<file path="src/rtl/frame_sequencer.sv">
// frame_sequencer: per-frame scheduler for IMU sample -> physics step -> LED refresh.
// A free-running frame timer produces a tick. Each tick taken while idle and enabled
// runs the three stages in order: each stage gets a one-cycle start pulse, then the
// sequencer waits for that stage's done pulse, bounded by a per-stage timeout.
//
// state | meaning
// IDLE  | waiting for an enabled frame tick
// IMU   | imu_start issued, waiting for imu_done
// PHYS  | phys_step issued, waiting for phys_done
// LED   | led_start issued, waiting for led_done
module frame_sequencer #(
  parameter int FRAME_CYCLES   = 500_000,
  parameter int TIMEOUT_CYCLES = 65_536,
  parameter int FCNT_W         = 16
) (
  input  logic              clk,
  input  logic              reset,
  input  logic              enable,
  input  logic              clear_err,
  output logic              imu_start,
  input  logic              imu_done,
  output logic              phys_step,
  input  logic              phys_done,
  output logic              led_start,
  input  logic              led_done,
  output logic [1:0]        stage,
  output logic              busy,
  output logic [FCNT_W-1:0] frame_count,
  output logic              overrun,
  output logic              timeout_err
);

  localparam int TMR_W = $clog2(FRAME_CYCLES);
  localparam int TO_W  = $clog2(TIMEOUT_CYCLES);
  // Both timers count down; terminal count is zero. A reset frame timer holds
  // FRAME_CYCLES-1, i.e. zero elapsed cycles into the frame.
  localparam logic [TMR_W-1:0] TMR_LOAD = TMR_W'(FRAME_CYCLES - 1);
  localparam logic [TO_W-1:0]  TO_LOAD  = TO_W'(TIMEOUT_CYCLES - 1);

  typedef enum logic [1:0] {
    S_IDLE = 2'd0,
    S_IMU  = 2'd1,
    S_PHYS = 2'd2,
    S_LED  = 2'd3
  } state_t;

  state_t             state_q, state_d;
  logic [TMR_W-1:0]   tmr_q, tmr_d;
  logic [TO_W-1:0]    to_q, to_d;
  logic [FCNT_W-1:0]  fcnt_q, fcnt_d;
  logic               imu_start_q, imu_start_d;
  logic               phys_step_q, phys_step_d;
  logic               led_start_q, led_start_d;
  logic               busy_q, busy_d;
  logic               overrun_q, overrun_d;
  logic               timeout_q, timeout_d;
  logic               tick;
  logic               start_cycle;
  logic               stage_done;
  logic               to_set;

  // Next-state: frame timer, stage sequencing, timeout counter and sticky flags.
  always_comb begin
    tick        = (tmr_q == '0);
    tmr_d       = tick ? TMR_LOAD : tmr_q - 1'b1;
    state_d     = state_q;
    to_d        = to_q;
    fcnt_d      = fcnt_q;
    imu_start_d = 1'b0;
    phys_step_d = 1'b0;
    led_start_d = 1'b0;
    to_set      = 1'b0;
    // The start pulse marks the first cycle of a stage; done is not sampled then.
    start_cycle = imu_start_q | phys_step_q | led_start_q;

    unique case (state_q)
      S_IMU:   stage_done = imu_done;
      S_PHYS:  stage_done = phys_done;
      S_LED:   stage_done = led_done;
      default: stage_done = 1'b0;
    endcase

    if (state_q == S_IDLE) begin
      if (tick && enable) begin
        state_d     = S_IMU;
        imu_start_d = 1'b1;
        to_d        = TO_LOAD;
      end
    end else if (!start_cycle && stage_done) begin
      to_d = TO_LOAD;
      unique case (state_q)
        S_IMU: begin
          state_d     = S_PHYS;
          phys_step_d = 1'b1;
        end
        S_PHYS: begin
          state_d     = S_LED;
          led_start_d = 1'b1;
        end
        default: begin
          state_d = S_IDLE;
          fcnt_d  = fcnt_q + 1'b1;
          to_d    = '0;
        end
      endcase
    end else if (to_q == '0) begin
      // Stage waited TIMEOUT_CYCLES without a done: abandon the frame.
      state_d = S_IDLE;
      to_set  = 1'b1;
    end else begin
      to_d = to_q - 1'b1;
    end

    // A tick while any stage is active (including the LED->IDLE cycle) is dropped.
    overrun_d = (tick && state_q != S_IDLE) || (overrun_q && !clear_err);
    timeout_d = to_set || (timeout_q && !clear_err);
    busy_d    = (state_d != S_IDLE);
  end

  // State and registered outputs; reset aborts any frame in progress.
  always_ff @(posedge clk or posedge reset) begin
    if (reset) begin
      state_q     <= S_IDLE;
      tmr_q       <= TMR_LOAD;
      to_q        <= '0;
      fcnt_q      <= '0;
      imu_start_q <= 1'b0;
      phys_step_q <= 1'b0;
      led_start_q <= 1'b0;
      busy_q      <= 1'b0;
      overrun_q   <= 1'b0;
      timeout_q   <= 1'b0;
    end else begin
      state_q     <= state_d;
      tmr_q       <= tmr_d;
      to_q        <= to_d;
      fcnt_q      <= fcnt_d;
      imu_start_q <= imu_start_d;
      phys_step_q <= phys_step_d;
      led_start_q <= led_start_d;
      busy_q      <= busy_d;
      overrun_q   <= overrun_d;
      timeout_q   <= timeout_d;
    end
  end

  assign stage       = state_q;
  assign busy        = busy_q;
  assign imu_start   = imu_start_q;
  assign phys_step   = phys_step_q;
  assign led_start   = led_start_q;
  assign frame_count = fcnt_q;
  assign overrun     = overrun_q;
  assign timeout_err = timeout_q;

endmodule
</file>
<file path="config.mk">
export PLATFORM = sky130hd
export DESIGN_NAME = frame_sequencer
export DESIGN_NICKNAME = d
export VERILOG_FILES = /design/src/rtl/frame_sequencer.sv
export SDC_FILE = /design/constraint.sdc
export NUM_CORES = 1
export LEC_CHECK = 0
export ABC_AREA = 1
export CAP_MARGIN = 15
export CORE_UTILIZATION = 40
export CTS_CLUSTER_DIAMETER = 80
export DETAILED_ROUTE_END_ITERATION = 10
export DONT_BUFFER_PORTS = 1
export GPL_TIMING_DRIVEN = 1
export HOLD_SLACK_MARGIN = 0.05
export PLACE_DENSITY = 0.54
export SLEW_MARGIN = 15
export SYNTH_ARGS = -nofsm -noshare
export SYNTH_HDL_FRONTEND = slang
export SYNTH_SLANG_ARGS = --single-unit
</file>
<file path="constraint.sdc">
create_clock -name clk -period 2.3 [get_ports clk]
set_input_delay 0.69 -clock clk [delete_from_list [all_inputs] [get_ports clk]]
set_output_delay 0.69 -clock clk [all_outputs]
set_load 0.1 [all_outputs]
</file>
==> out/metrics.csv, run 1 <==
stage,metric,value,unit
pwr,cell internal pwr,2.36,mW
min_path,Hold Path Class,in -> async,
sta,Slew headroom,70.2,%
synthesis,"flops & latches, synth",59,
sta,Setup Skew,0.0137,ns
finish,# fillers,893,
sta,endpoints failing setup,0,
die,full die area,9470,um^2
die,Die Height,97.3,um
die,row cnt,34,
placement,DP HPWL,5870,um
finish,Area Overhead vs Synth,14.5,%
clocking,Worst-Skew Late Latency,0.35,ns
synthesis,post-synth top area share,33.1,%
sta,Final Max Tran Viols,0,
synthesis,Syn Std Cell Area,3630,um^2
synthesis,Async SR Flop Fraction,100,%
routing,DRC viols,0,
synthesis,Post-synth top cells,"nand2_1 (148), inv_1 (62), nor2_1 (57), dfrtp_1 (48), nand3_1 (44)",
sta,crit path time final,1.98,ns
synthesis,ranking of synthesized cells by area,"dfrtp_1 (33%), nand2_1 (15%), dfstp_2 (8.0%)",
synthesis,Synth Instances,487,
global_route,first-pass GRT wire length,13700,um
pwr,clock network power share,25.7,%
synthesis,yosys warns,0,
routing,Detail Route Antenna Nets,0,
pwr,sw power,1.89,mW
flow_run,Max-cap violations,0,
finish,Nets,537,
synthesis,most area-hungry cell type in the Yosys netlist,dfrtp_1,
global_route,initial antenna violation count,0,
sta,Final Hold Fails,0,
worst_setup_path,Critical Path Fanout Max,18,
global_route,Total GRT Usage,18.0,%
routing,DR pass1 iterations,4,
worst_setup_path,critical path arrival,2.22,ns
routing,vias per cell,4.82,
worst_setup_path,Crit-path slowest cell,dfrtp_2,
clocking,Longest Clk Path Bufs,2,
pwr,combinational fraction of design power,40.3,%
global_route,grt ovf,0,
finish,Multi-input gate area,1830,um^2
outcome,status,"complete, no violations",
pwr,Max VDD drop,0.000678,V
die,Initial Util,41.4,%
clocking,H-Tree Depth,3,
global_route,via count of the first global-routing pass,2965,
global_route,largest net degree at the start of global routing,28,
placement,GPL Wtd Cong,0.825,
clocking,CTS Hold Buffers Added,0,
clocking,Clock Tree Root,clkbuf_8,
die,I/O Pins,31,
synthesis,syn_area_per_cell,7.46,um^2
clocking,"CTS clk-pin slew, worst paths",0.07,ns
finish,ANT cells,0,
worst_setup_path,CP Cell Sequence,inv_1 -> ha_1 -> nand2_1 -> nand3_1 -> nand2_2 -> nand2_2 -> nor2_4 -> inv_2 -> nand2_4 -> nand2_1 -> nand2_1 -> inv_1,
clocking,post-CTS sizing,0,
synthesis,Syn Nets,504,
synthesis,Post-synth EDFFs,0,
synthesis,most frequent cell after synthesis,nand2_1,
synthesis,count of cell types in the netlist,34,
pwr,static leakage,2.15,nW
clocking,postcts setup bufs,0,
worst_setup_path,most frequent CP cell,nand2_1,
finish,Util after Layout,47.5,%
routing,routed wire length,8000,um
sta,worst-margin pin slew,0.447,ns
die,core outline area,8760,um^2
sta,TNS Setup,0,ns
pwr,Switching Share,44.4,%
worst_setup_path,crit end category,register,
synthesis,register area share after synthesis,41.0,%
worst_setup_path,max incr delay on CP,0.41,ns
clocking,CTS buffer count,9,
finish,register area,1490,um^2
clocking,# clock sinks,59,
die,die width,97.3,um
worst_setup_path,Required @ worst endpoint,2.54,ns
synthesis,Synth Flop Type,dfrtp_1,
worst_setup_path,Worst R2R Setup Slack,0.32,ns
sta,fin crit share,85.9,%
pwr,Seq pwr share,34.0,%
routing,via count,3051,
sta,Max Freq,0.506,GHz
worst_setup_path,CP startpoint kind,register,
routing,Starting DRT DRC Count,166,
routing,DR WL/cell,12.6,um
placement,I/O Buffers,0,
sta,RSZ-0062 raised after global routing,no,
worst_setup_path,critical setup path kind,reg -> reg,
pwr,pwr dens,1020,nW/um^2
finish,share of cells above drive strength 1,17.5,%
clocking,CTS tree,done,
-- critical path, delay by kind of cell (launching register included) --
kind	cells	cell delay, ns
and+or+nand+nor	8	1.04
DFF	1	0.41
adders and majority gates	1	0.22
buffers and inverters	3	0.18
-- placed cells by master, fill, tap and decap left out, types with 5 or more instances in the layout --
cell type  netlist  routed
nand2_1        148     148
inv_1           62      61
nor2_1          57      57
dfrtp_1         48      46
nand3_1         44      44
buf_4            1      29
xor2_1          18      18
nor3_1          13      13
o21ai_0         11      11
dfstp_2         11      11
ha_1            10      10
nand4_1          9       9
clkbuf_8         0       9
nor2_4           6       6
inv_2            4       5
nand2_2          5       5
a21oi_1          5       5
-- cells by family after synthesis --
logic type                 synth area share [%]
xor gates and xnor gates                   5.30
and+or+nand+nor                            38.3
buffers and inverters                      8.51
adders and majority gates                  3.44
DFF                                        41.0
AOI/OAI and AO/OA                          3.44
-- power groups by stage --
| stage | clock network [mW] | logic [mW] | registers (mW) |
|---|---|---|---|
| 2_1_floorplan | 0 | 1.12 | 1.74 |
| 3_3_place_gp | 0 | 1.71 | 1.46 |
| 3_5_place_dp | 0 | 1.72 | 1.46 |
| 4_1_cts | 1.12 | 1.73 | 1.45 |
| 5_1_grt | 1.16 | 1.92 | 1.48 |
| 6_report | 1.09 | 1.71 | 1.44 |
-- routing by layer --
layer	track usage [%]	routed length, um
met1	25.0	3980
met2	27.4	3580
met3	2.88	286
met4	8.26	152
met5	0	0
-- state kept, by name, indices dropped and copies added, names as in the netlist --
signal       cells
led_start        1
overrun          1
stage            2
imu_start        1
busy             1
phys_step        1
tmr_q           19
timeout_err      1
to_q            16
frame_count     16
-- cell type report --
cell class / count / area share, %
Clock buffer: 9 / 2.98
Inverter: 67 / 6.17
Clock inverter: 7 / 2.44
Sequential cell: 59 / 35.9
Multi-Input combinational cell: 354 / 44.1
Timing Repair Buffer: 29 / 5.23
Tap cell: 108 / 3.25
-- stage by stage --
step	total power [mW]	cell area, um^2	worst slack (ns)	cells	hold WS, ns
floorplan	2.86	3630	0.0436	487	0.429
global placement	3.17	3940	0.362	617	0.439
detailed placement	3.18	3940	0.311	617	0.442
CTS	4.29	4160	0.295	633	0.174
global route	4.55	4160	0.120	633	0.202
finish	4.25	4160	0.324	633	0.175
-- path summary, 6_finish.rpt --
kind | to | depth (start not counted) | start
min in group clk | tmr_q[0] | 1 | tmr_q[0]
max in group asynchronous | tmr_q[16] | 2 | reset
worst max register to register | to_q[12] | 12 | stage[0]
worst min register to register | tmr_q[0] | 1 | tmr_q[0]
worst min-delay path | frame_count[15] | 1 | reset
worst max-delay path | to_q[12] | 12 | stage[0]
Power figures use the tool's default switching activity.
==> run 2, diff against run 1 <==
--- a/config.mk
+++ b/config.mk
@@ -7,13 +7,13 @@
 export LEC_CHECK = 0
 export ABC_AREA = 1
 export CAP_MARGIN = 15
-export CORE_UTILIZATION = 40
+export CORE_UTILIZATION = 45
 export CTS_CLUSTER_DIAMETER = 80
 export DETAILED_ROUTE_END_ITERATION = 10
 export DONT_BUFFER_PORTS = 1
 export GPL_TIMING_DRIVEN = 1
 export HOLD_SLACK_MARGIN = 0.05
-export PLACE_DENSITY = 0.54
+export PLACE_DENSITY = 0.6
 export SLEW_MARGIN = 15
 export SYNTH_ARGS = -nofsm -noshare
 export SYNTH_HDL_FRONTEND = slang
==> run 2 against run 1 <==
  * Power down 3.8%
  * Clock-buffer cell count rose by 1
  * Setup slack gained 0.033 ns
==> out/metrics.csv, run 2 (same netlist as run 1, synthesis figures left out) <==
stage,metric,value,unit,change
outcome,status,"complete, no violations",,
sta,TNS Setup,0,ns,unchanged
pwr,sw power,1.84,mW,-2.6%
pwr,static leakage,2.14,nW,-0.82%
routing,via count,3059,,+0.26%
routing,routed wire length,7510,um,-6.0%
worst_setup_path,CP Cell Sequence,inv_1 -> ha_1 -> inv_6 -> nand2_4 -> nor2_8 -> nand2_2 -> nand2_2 -> nor2_4 -> a21oi_2 -> nand2_1 -> nand2_1,,
sta,Max Freq,0.515,GHz,+1.7%
sta,Final Hold Fails,0,,unchanged
worst_setup_path,Critical Path Fanout Max,9,,-9
clocking,postcts setup bufs,0,,unchanged
routing,DRC viols,0,,unchanged
sta,fin crit share,84.5,%,-1.4 points
placement,I/O Buffers,0,,unchanged
sta,RSZ-0062 raised after global routing,no,,
finish,share of cells above drive strength 1,17.2,%,-0.35 points
worst_setup_path,max incr delay on CP,0.42,ns,about the same
clocking,Worst-Skew Late Latency,0.33,ns,-0.02 ns
finish,Area Overhead vs Synth,13.6,%,
sta,slack of the critical path,0.357,ns,+0.0333 ns
routing,DR pass1 iterations,4,,unchanged
worst_setup_path,crit end category,register,,
die,row cnt,32,,-5.9%
routing,DR WL/cell,12.0,um,-5.0%
worst_setup_path,Required @ worst endpoint,2.57,ns,+0.03 ns
worst_setup_path,CP startpoint kind,register,,
sta,Slew headroom,68.5,%,-1.7 points
global_route,via count of the first global-routing pass,2996,,+1.0%
die,Initial Util,46.8,%,+5.3 points
finish,"commonest non-fill, non-tap cell in the layout",nand2_1,,
routing,Starting DRT DRC Count,147,,-11%
global_route,grt ovf,0,,unchanged
die,die width,91.8,um,-5.6%
finish,register area,1490,um^2,unchanged
die,core outline area,7770,um^2,-11%
routing,Detail Route Antenna Nets,0,,unchanged
pwr,combinational fraction of design power,42.1,%,+1.8 points
global_route,Total GRT Usage,20.3,%,+2.3 points
pwr,Seq pwr share,35.3,%,+1.3 points
sta,Final Max Tran Viols,0,,unchanged
clocking,CTS buffer count,9,,unchanged
placement,DP Worst Slack,0.386,ns,+0.0753 ns
placement,dpl cell area,3930,um^2,about the same
clocking,CTS Hold Buffers Added,0,,unchanged
finish,Multi-input gate area,1830,um^2,unchanged
clocking,Longest Clk Path Bufs,2,,unchanged
finish,ANT cells,0,,unchanged
global_route,initial antenna violation count,0,,unchanged
clocking,CTS tree,done,,
worst_setup_path,critical path arrival,2.21,ns,about the same
finish,max FFs per register,19,,unchanged
clocking,Clock Tree Root,clkbuf_8,,
clocking,H-Tree Depth,3,,unchanged
global_route,largest net degree at the start of global routing,60,,+110%
die,Die Height,91.8,um,-5.6%
pwr,clock network power share,22.7,%,-3.0 points
finish,# fillers,758,,-15%
clocking,post-CTS sizing,0,,unchanged
die,full die area,8430,um^2,-11%
flow_run,Max-cap violations,0,,unchanged
pwr,pwr dens,990,nW/um^2,-3.0%
finish,"Design Area, Final",4130,um^2,-0.81%
die,I/O Pins,31,,unchanged
sta,crit path time final,1.94,ns,-0.0333 ns
worst_setup_path,Worst R2R Setup Slack,0.36,ns,+0.03 ns
worst_setup_path,critical setup path kind,reg -> reg,,
pwr,cell internal pwr,2.25,mW,-4.8%
finish,most frequent cells in the layout,"nand2_1 (148), inv_1 (61), nor2_1 (57), dfrtp_1 (46), nand3_1 (44)",,
finish,Nets,536,,-0.19%
pwr,Switching Share,45.0,%,+0.57 points
sta,Setup Skew,0.00868,ns,-0.00499 ns
placement,GPL Wtd Cong,0.826,,+0.12%
clocking,"CTS clk-pin slew, worst paths",0.07,ns,about the same
placement,DP HPWL,5490,um,-6.4%
pwr,Max VDD drop,0.000744,V,+9.7%
routing,vias per cell,4.89,,+1.4%
worst_setup_path,Crit-path slowest cell,dfrtp_2,,
sta,endpoints failing setup,0,,unchanged
sta,WHS,0.293,ns,+0.118 ns
finish,"Most flops, register",tmr_q,,
sta,worst-margin pin slew,0.473,ns,+0.0262 ns
global_route,first-pass GRT wire length,13500,um,-1.1%
clocking,# clock sinks,59,,unchanged
min_path,Hold Path Class,in -> async,,
## run 2: critical path: cells and delay by family, from the launching register on
family / cells / cell delay (ns)
adders and majority gates: 1 / 0.26
DFF: 1 / 0.42
and+or+nand+nor: 7 / 0.65
AOI/OAI and AO/OA: 1 / 0.36
buffers and inverters: 2 / 0.19
## run 2: path summary, 6_finish.rpt
path | from | to | cells past startpoint
worst min register to register | tmr_q[0] | tmr_q[0] | 1
worst max register to register | stage[0] | to_q[13] | 11
min in group clk | tmr_q[0] | tmr_q[0] | 1
worst max-delay path | stage[0] | to_q[13] | 11
worst min-delay path | reset | frame_count[15] | 2
max in group asynchronous | reset | tmr_q[15] | 2
## run 2: through the flow
stage                     total power [mW]  util, %  cells
after floorplan                       2.86        -    487
after global placement                3.15     50.6    610
after detailed placement              3.18     50.6    610
after CTS                             4.12     53.1    626
after global routing                  4.44     53.1    626
final                                 4.09     53.1    626
## run 2: layout make-up
type | count | share of cell area (%)
clock buffer | 10 | 3.09
clock inverter | 6 | 1.61
inverter | 67 | 6.22
multi-input combinational | 354 | 44.4
sequential | 59 | 36.2
tap | 102 | 3.09
timing repair buffer | 28 | 5.40
## run 2: power by group through the flow
| stage | sequential, mW | clock, mW | combinational [mW] |
|---|---|---|---|
| after floorplan | 1.74 | 0 | 1.12 |
| after global placement | 1.45 | 0 | 1.70 |
| after detailed placement | 1.46 | 0 | 1.72 |
| after CTS | 1.44 | 0.951 | 1.73 |
| after global routing | 1.47 | 1.01 | 1.95 |
| final | 1.44 | 0.926 | 1.72 |
## run 2: routing by layer
layer  routed length [um]  up-vias  global-route usage [%]
li1                     -     1576                       -
met1                 3790     1432                    27.6
met2                 3370       45                    30.9
met3                  290        6                    5.56
met4                   62        0                    7.16
met5                    0        -                       0
==> run 3, diff against run 2 <==
--- a/config.mk
+++ b/config.mk
@@ -5,7 +5,7 @@
 export SDC_FILE = /design/constraint.sdc
 export NUM_CORES = 1
 export LEC_CHECK = 0
-export ABC_AREA = 1
+export ABC_AREA = 0
 export CAP_MARGIN = 15
 export CORE_UTILIZATION = 45
 export CTS_CLUSTER_DIAMETER = 80
==> constraint.sdc (replaced) <==
create_clock -name clk -period 2 [get_ports clk]
set_input_delay 0.6 -clock clk [delete_from_list [all_inputs] [get_ports clk]]
set_output_delay 0.6 -clock clk [all_outputs]
set_load 0.1 [all_outputs]
==> run 3 against run 2 <==
  * Largest power group unchanged
  * Critical path type unchanged
  * Clock skew grew 0.0015 ns
  * Final cell count shrank 18%
  * Synthesized cell count shrank 34%
  * Highest routed layer unchanged
  * Worst hold slack lost 0.18 ns
  * The run now ends with setup timing left
==> out/metrics.csv, run 3 <==
stage,metric,value,unit,change
outcome,status,finished with violations,,
outcome,failing checks,setup timing,,
worst_setup_path,Worst R2R Setup Slack,-0.24,ns,-0.60 ns
pwr,pwr dens,1210,nW/um^2,+23%
clocking,H-Tree Depth,3,,unchanged
worst_setup_path,crit path buf inv count,3,,+1
sta,fin crit share,112,%,+28 points
sta,slack of the critical path,-0.245,ns,-0.602 ns
clocking,CTS tree,done,,
die,die width,85.4,um,-7.0%
finish,most frequent cells in the layout,"buf_4 (87), dfrtp_1 (46), nor2_1 (26), a21oi_2 (24), nand2_1 (19)",,
global_route,via count of the first global-routing pass,2699,,-9.9%
min_path,Hold Path Class,in -> async,,
worst_setup_path,crit path from,to_q[0],,
worst_setup_path,WP depth,9,,-2
die,row cnt,30,,-6.3%
worst_setup_path,crit end category,register,,
synthesis,Syn Nets,338,,-33%
clocking,Clock Tree Root,clkbuf_8,,
sta,Final Max Tran Viols,0,,unchanged
routing,routed wire length,7650,um,+1.8%
global_route,initial antenna violation count,0,,unchanged
clocking,Longest Clk Path Bufs,2,,unchanged
worst_setup_path,Crit-path slowest cell,or4_4,,
finish,"Design Area, Final",4600,um^2,+12%
routing,DR WL/cell,14.9,um,+25%
placement,DP Worst Slack,-0.341,ns,-0.727 ns
die,full die area,7300,um^2,-13%
finish,"commonest non-fill, non-tap cell in the layout",buf_4,,
finish,"Most flops, register",tmr_q,,
synthesis,yosys warns,0,,unchanged
worst_setup_path,Crit Reg-Reg Endpoint,to_q[2],,
synthesis,"flops & latches, synth",59,,unchanged
finish,share of cells above drive strength 1,49.8,%,+33 points
synthesis,Async SR Flop Fraction,100,%,unchanged
sta,endpoints failing setup,28,,+28
finish,ANT cells,0,,unchanged
flow_run,Max-cap violations,0,,unchanged
clocking,CTS Hold Buffers Added,0,,unchanged
worst_setup_path,Required @ worst endpoint,2.27,ns,-0.30 ns
finish,max FFs per register,19,,unchanged
worst_setup_path,Critical Path Fanout Max,5,,-4
worst_setup_path,CP Cell Sequence,inv_2 -> ha_4 -> or4b_4 -> or4_4 -> o21ai_4 -> buf_6 -> buf_12 -> a21oi_2 -> a21oi_2,,
routing,Detail Route Antenna Nets,0,,unchanged
clocking,"CTS clk-pin slew, worst paths",0.07,ns,about the same
worst_setup_path,most frequent CP cell,a21oi_2,,
sta,WHS,0.117,ns,-0.176 ns
synthesis,Post-synth top cells,"dfrtp_1 (48), nor2_1 (32), a21oi_1 (23), inv_1 (22), nand2_1 (20)",,
placement,GPL Wtd Cong,0.775,,-6.2%
synthesis,register area share after synthesis,47.6,%,+6.5 points
clocking,Worst-Skew Late Latency,0.34,ns,about the same
sta,crit path time final,2.24,ns,+0.302 ns
global_route,grt ovf,0,,unchanged
finish,Util after Layout,68.1,%,+15 points
synthesis,count of cell types in the netlist,46,,+35%
finish,Nets,444,,-17%
die,core outline area,6760,um^2,-13%
synthesis,most area-hungry cell type in the Yosys netlist,dfrtp_1,,
global_route,largest net degree at the start of global routing,20,,-67%
worst_setup_path,Crit path max-delay family,simple AND/OR/NAND/NOR gates,,
sta,Setup Skew,0.0101,ns,+0.00145 ns
synthesis,Post-synth EDFFs,0,,unchanged
worst_setup_path,critical path arrival,2.51,ns,+0.30 ns
routing,Starting DRT DRC Count,86,,-41%
routing,via count,2738,,-10%
die,I/O Pins,31,,unchanged
die,Die Height,85.4,um,-7.0%
pwr,Max VDD drop,0.000568,V,-24%
worst_setup_path,Critical R2R Launch,to_q[0],,
sta,Final Hold Fails,0,,unchanged
worst_setup_path,R2R cell count,9,,-2
synthesis,Syn Std Cell Area,3130,um^2,-14%
finish,Area Overhead vs Synth,46.9,%,
worst_setup_path,critical setup path kind,reg -> reg,,
synthesis,ranking of synthesized cells by area,"dfrtp_1 (38%), dfstp_2 (9.2%), xnor2_1 (4.2%)",,
routing,vias per cell,5.35,,+9.4%
synthesis,post-synth top area share,38.3,%,+5.3 points
synthesis,syn_area_per_cell,9.76,um^2,+31%
pwr,static leakage,2.13,nW,-0.48%
pwr,Design Power,5.59,mW,+37%
clocking,# clock sinks,59,,unchanged
clocking,CTS buffer count,9,,unchanged
placement,dpl cell area,3930,um^2,-0.19%
worst_setup_path,max incr delay on CP,0.47,ns,+0.05 ns
sta,Slew headroom,68.6,%,+0.16 points
global_route,first-pass GRT wire length,12500,um,-7.4%
worst_setup_path,CP startpoint kind,register,,
routing,DR pass1 iterations,4,,unchanged
die,Initial Util,46.4,%,-0.39 points
finish,fin cells,512,,-18%
sta,Max Freq,0.445,GHz,-13%
sta,TNS Setup,-4.29,ns,-4.29 ns
placement,I/O Buffers,0,,unchanged
routing,DRC viols,0,,unchanged
synthesis,most frequent cell after synthesis,dfrtp_1,,
placement,DP HPWL,4990,um,-9.0%
synthesis,Synth Flop Type,dfrtp_1,,
global_route,Total GRT Usage,21.8,%,+1.6 points
worst_setup_path,end of the critical path,to_q[2],,
sta,worst-margin pin slew,0.469,ns,-0.00345 ns
synthesis,Synth Instances,321,,-34%
placement,# placed instances,474,,-22%
sta,RSZ-0062 raised after global routing,yes,,
run 3: worst min path at each step:
| stage | slack [ns] | endpoint | depth (start not counted) |
|---|---|---|---|
| 2_1_floorplan | 0.43 | tmr_q[0] | 1 |
| 3_3_place_gp | 0.43 | tmr_q[0] | 1 |
| 3_5_place_dp | 0.44 | tmr_q[0] | 1 |
| 4_1_cts | 0.13 | frame_count[8] | 1 |
| 5_1_grt | 0.13 | frame_count[5] | 1 |
| 6_report | 0.12 | frame_count[1] | 1 |
run 3: final cells by class:
| class | count | area, um^2 |
|---|---|---|
| clock inverters | 5 | 52.6 |
| flip-flops and latches | 59 | 1490 |
| clock buffers | 11 | 141 |
| well taps | 80 | 100 |
| multi-input cells | 231 | 1870 |
| inverters | 23 | 90.1 |
| fillers | 528 | 2150 |
| repair buffers | 103 | 860 |
run 3: report_power, final:
part	switching, mW	internal, mW
registers	0.143	1.40
clock network	0.479	0.603
logic	1.63	1.33
total	2.26	3.33
run 3: kinds of logic after synthesis:
group / after synthesis / synth area share [%]
xor gates and xnor gates: 29 / 8.11
adders and majority gates: 10 / 3.99
buffers and inverters: 32 / 4.47
muxes: 2 / 0.679
AOI/OAI and AO/OA: 62 / 13.9
and+or+nand+nor: 127 / 21.3
DFF: 59 / 47.6
run 3: what timing repair did:
action                                  4_1_cts  5_1_grt
endpoints found under the setup margin       35       37
setup buffers                                13       10
cloned                                        1        0
gates resized for setup                      32       29
pin swaps                                    22       12
run 3: layer usage:
| metal | GRT usage, % | vias to the layer above | share of wire [%] |
|---|---|---|---|
| met5 | 0 | - | 0 |
| met4 | 8.33 | 0 | 0.99 |
| met3 | 4.67 | 8 | 4.8 |
| met2 | 34.0 | 46 | 47 |
| met1 | 29.9 | 1351 | 47 |
| li1 | - | 1333 | - |
